===== src/rtl/apb_slave_mem.sv =====
// apb_slave_mem: APB3 completer backed by a word-addressed register memory.
// Reads load prdata at the setup edge. Writes commit at the completing edge.
// A configurable number of wait states holds pready low during the access phase.
//
// Handshake: a transfer starts with a setup cycle (psel=1, penable=0). It then
// occupies one or more access cycles (psel=1, penable=1). It completes in the
// single cycle where pready=1, and only that cycle commits a write. Dropping
// psel during access abandons the transfer without side effects.
module apb_slave_mem #(
    parameter int          addrWidth   = 12,
    parameter int          DEPTH       = 64,
    parameter int          WAIT_STATES = 0,
    parameter logic [31:0] RD_DEFAULT  = 32'hDEAD_BEEF
) (
    input  logic                 pclk,
    input  logic                 presetn,
    input  logic                 psel,
    input  logic                 penable,
    input  logic                 pwrite,
    input  logic [addrWidth-1:0] paddr,
    input  logic [31:0]          pwdata,
    output logic                 pready,
    output logic [31:0]          prdata
);

    localparam int              IDX_W     = addrWidth - 2;
    localparam int              MEM_AW    = (DEPTH > 1) ? $clog2(DEPTH) : 1;
    localparam logic [IDX_W:0]  DEPTH_L   = (IDX_W + 1)'(DEPTH);
    localparam logic [3:0]      WAIT_INIT = 4'(WAIT_STATES);

    localparam logic [0:0] ST_IDLE   = 1'b0;
    localparam logic [0:0] ST_ACCESS = 1'b1;

    logic [1:0]        rst_sync;
    logic              rst_n;
    logic [0:0]        state;
    logic [3:0]        wait_cnt;
    logic [IDX_W-1:0]  idx_q;
    logic              write_q;
    logic [31:0]       mem [DEPTH];

    logic [IDX_W-1:0]  req_idx;
    logic              req_in_range;
    logic              idx_q_in_range;
    logic              setup;
    logic              done;
    logic              wr_en;
    logic [1:0]        unused_addr_lsbs;

    // Reset asserts immediately but releases on a clock edge.
    always_ff @(posedge pclk or negedge presetn) begin
        if (!presetn) begin
            rst_sync <= 2'b00;
        end else begin
            rst_sync <= {rst_sync[0], 1'b1};
        end
    end

    assign rst_n            = rst_sync[1];
    assign unused_addr_lsbs = paddr[1:0];
    assign req_idx          = paddr[addrWidth-1:2];
    assign req_in_range     = ({1'b0, req_idx} < DEPTH_L);
    assign idx_q_in_range   = ({1'b0, idx_q} < DEPTH_L);

    // A setup cycle restarts a transfer in either state. In ACCESS it aborts the old one.
    assign setup  = psel & ~penable;
    assign done   = (state == ST_ACCESS) & psel & penable & (wait_cnt == 4'd0);
    assign pready = done;
    assign wr_en  = done & write_q & idx_q_in_range;

    // Transfer control: latch request at setup, count waits, return to IDLE on completion/abort.
    always_ff @(posedge pclk or negedge rst_n) begin
        if (!rst_n) begin
            state    <= ST_IDLE;
            wait_cnt <= 4'd0;
            idx_q    <= '0;
            write_q  <= 1'b0;
            prdata   <= 32'h0;
        end else if (setup) begin
            idx_q    <= req_idx;
            write_q  <= pwrite;
            wait_cnt <= WAIT_INIT;
            if (!pwrite) begin
                prdata <= req_in_range ? mem[req_idx[MEM_AW-1:0]] : RD_DEFAULT;
            end
            state    <= ST_ACCESS;
        end else if (state == ST_ACCESS) begin
            if (!psel) begin
                state <= ST_IDLE;
            end else if (wait_cnt != 4'd0) begin
                wait_cnt <= wait_cnt - 4'd1;
            end else begin
                state <= ST_IDLE;
            end
        end
    end

    // Storage: cleared on reset, written only by a completing in-range write.
    always_ff @(posedge pclk or negedge rst_n) begin
        if (!rst_n) begin
            for (int i = 0; i < DEPTH; i++) begin
                mem[i] <= 32'h0;
            end
        end else if (wr_en) begin
            mem[idx_q[MEM_AW-1:0]] <= pwdata;
        end
    end

endmodule


===== config.mk =====
export PLATFORM = sky130hd
export DESIGN_NAME = apb_slave_mem
export DESIGN_NICKNAME = d
export VERILOG_FILES = /design/src/rtl/apb_slave_mem.sv
export SDC_FILE = /design/constraint.sdc
export NUM_CORES = 2
export LEC_CHECK = 0
export BUFFER_PORTS_ARGS = -buffer_cell sky130_fd_sc_hd__buf_2
export CAP_MARGIN = 10
export CORE_ASPECT_RATIO = 0.9
export CORE_MARGIN = 2
export CORE_UTILIZATION = 40
export CTS_BUF_LIST = sky130_fd_sc_hd__clkbuf_8
export CTS_CLUSTER_DIAMETER = 60
export DETAILED_ROUTE_END_ITERATION = 12
export GPL_ROUTABILITY_DRIVEN = 0
export PLACE_DENSITY_LB_ADDON = 0.3
export SYNTH_ARGS = -nofsm -noshare
export SYNTH_HDL_FRONTEND = slang
export SYNTH_SLANG_ARGS = --single-unit

===== constraint.sdc =====
create_clock -name pclk -period 168.6 [get_ports pclk]
set_input_delay 33.72 -clock pclk [delete_from_list [all_inputs] [get_ports pclk]]
set_output_delay 33.72 -clock pclk [all_outputs]
set_load 0.03 [all_outputs]

==> impl_metrics.toml <==
[layout]
layout.cells.most_common = "dfrtp_1"
drive_gt1_share_pct = 52.7
post-route-cell-area_um2 = 105000
final_cell_mix = "2097 x dfrtp_1, 2000 x mux2_2, 478 x mux4_2"
nets = 6079
final_cells = 9460
area_growth_pct = 10.8
fin_util_pct = 44.6

[clock_tree]
cts_tree = "built"
path_clk_slew_ns = 0.06
cts.path.max_buffers = 4
cts_buffers = 362
insertion_delay_ns = 1.08
htree_num_levels = 5
root_buffer = "clkbuf_8"
cts_setup_buffers = 0
cts_sinks = 2098
cts_resized = 0
cts_hold_buf = 0

[route]
ant_nets = 0
avgViaCountPerCell = 5.84
drc_errors = 0
wl_um = 279000
drtPass1Iterations = 5
wire_per_inst_um = 29.5
drtIter0Drc = 4674
vias = 55300

[power_and_ir_drop]
internal-power_mw = 0.771
p_clk_share_pct = 45.1
p_leak_nw = 51.4
power_frac_seq_pct = 49.9
power_frac_comb_pct = 5.0
irDropWorstVdd_mv = 0.00784
finalPower_mw = 1.02
p_per_area_nw_per_um2 = 9.69
switching_share_pct = 24.5
p_switching_mw = 0.250

[critical_path]
cp_top_family = "buffers and inverters"
crit_arrival_ns = 34.37
worst_ep_required_time_ns = 134.88
cp_num_buf_inv = 2
crit_chain = "buf_2 -> and3_1 -> and2_1 -> buf_2"
path_class = "input pin to output port"
crit_top_cell = "buf_2"
cpMaxStageDelayCell = "and3_1"
worstPathMaxFanout = 5
cp-end-kind = "output port"
start_kind = "input pin"
cp_slowest_stage_delay_ns = 0.19

[logic_synthesis]
yosysUniqueCellTypes = 68
synth_ff_type = "dfrtp_1"
syn_inst = 6045
seq_area_frac_synth_pct = 55.2
synth_edf_count = 0
avgSynthCellArea_um2 = 15.7
async_flop_share_pct = 100
syn-num-nets = 6095
synth_area_um2 = 95100
ys_seq_elements = 2098
yosys_warnings = 0

[sta]
setup_ws_ns = 100.51
max_freq_mhz = 14.7
fin_crit_sh_pct = 40.4
hold_viol = 0
fin_crit_ns = 68.09
fin_setup_tns_ns = 0
rsz0062_at_grt = "false"
setup_viol = 0
whs_ns = 0.345
slew_headroom_pct = 13.9
slew_violations = 0
worst_slew_pin_slew_ns = 1.29
fin_skew_ns = 0.0974

[grt]
grt_max_degree = 177
grt_pass1_vias = 57900
overflow = 0
grt_use_total_pct = 23.1
grt_pass1_wl_um = 409000
antenna_found_initial = 22

[floorplanning]
core_area_um2 = 236000
die_w_um = 518
rows = 169
die-height_um = 466
start_util_pct = 40.3
die_area_um2 = 242000
io_pins = 82

[place]
port-buffer-count = 79
dp_hpwl_um = 153000
placed_area_um2 = 98100
dp_slack_ns = 100.50
place_inst = 8823

[status]
outcome = "complete, no violations"

[flow_run]
cap_viol_max_count = 0

[hold_path]
min_path_type = "flop to async pin"
==> synthesized netlist by cell type, types with 51 or more instances <==
| library cell | count | area share (%) |
|---|---|---|
| dfrtp_1 | 2098 | 55 |
| mux2_2 | 2000 | 24 |
| mux4_2 | 478 | 11 |
| clkbuf_1 | 276 | 1.1 |
| mux2i_1 | 153 | 1.6 |
| buf_1 | 132 | 0.52 |
| buf_2 | 114 | 0.60 |
| buf_4 | 96 | 0.76 |
| nand2_1 | 74 | 0.29 |
| mux2_1 | 70 | 0.83 |
| o22ai_1 | 64 | 0.42 |
| o221ai_1 | 53 | 0.49 |
| nor2_1 | 51 | 0.20 |
==> metal layers <==
layer  share of wire (%)  GRT usage, %
met5              0.0075             0
met4                 3.4          8.09
met2                  47          36.3
met3                 5.5          3.76
met1                  44          32.4
==> cell families (layout without fill, tap and decap cells) <==
logic type,count (synthesis),in the layout,synth area share (%)
AND/OR/NAND/NOR,286,286,1.70
buffers and inverters,630,871,3.02
AO/OA/AOI/OAI,326,326,2.55
adder cells (fa/ha/maj),1,1,0.0132
multiplexers,2701,2701,37.5
XOR/XNOR,2,2,0.0184
flip-flops,2098,2098,55.2
other,1,12,0.00394
==> registers in the layout, indices dropped and copies added (netlist names) <==
register and count:
rst_sync 2, mem 2048, prdata 32, idx_q 10, state 1, wait_cnt 4
write_q 1
==> final timing paths <==
path,endpoint,cells after the start,slack [ns],startpoint
worst max-delay path,pready,4,100.51,penable
worst min-delay path,mem[1507],0,0.34,rst_sync[1]
worst max register to register,mem[154],5,163.48,rst_sync[1]
worst min register to register,mem[1507],0,0.34,rst_sync[1]
max in group asynchronous,rst_sync[1],1,135.97,presetn
min in group pclk,rst_sync[1],0,0.35,rst_sync[0]
==> area by class of cell <==
| cell class | count | area, µm² |
|---|---|---|
| antenna | 11 | 27.5 |
| tap | 3163 | 3960 |
| timing repair buffer | 239 | 1750 |
| clock inverter | 156 | 743 |
| fill | 21000 | 131000 |
| multi-input combinational | 3317 | 39900 |
| sequential | 2098 | 52500 |
| inverter | 11 | 45.0 |
| clock buffer | 465 | 6400 |
==> power groups by stage <==
| stage | combinational [mW] | sequential [mW] | clock, mW |
|---|---|---|---|
| after floorplan | 0.0268 | 0.527 | 0 |
| after CTS | 0.0516 | 0.510 | 0.470 |
| after global placement | 0.0506 | 0.519 | 0 |
| after detailed placement | 0.0514 | 0.519 | 0 |
| final | 0.0513 | 0.510 | 0.460 |
| after global routing | 0.0556 | 0.510 | 0.493 |
==> worst reg2reg max path, delay by kind of cell, from the launching register on <==
family                 cells  cell delay (ns)
DFF                        1             0.85
buffers and inverters      5             4.19
Power figures use the tool's default switching activity.
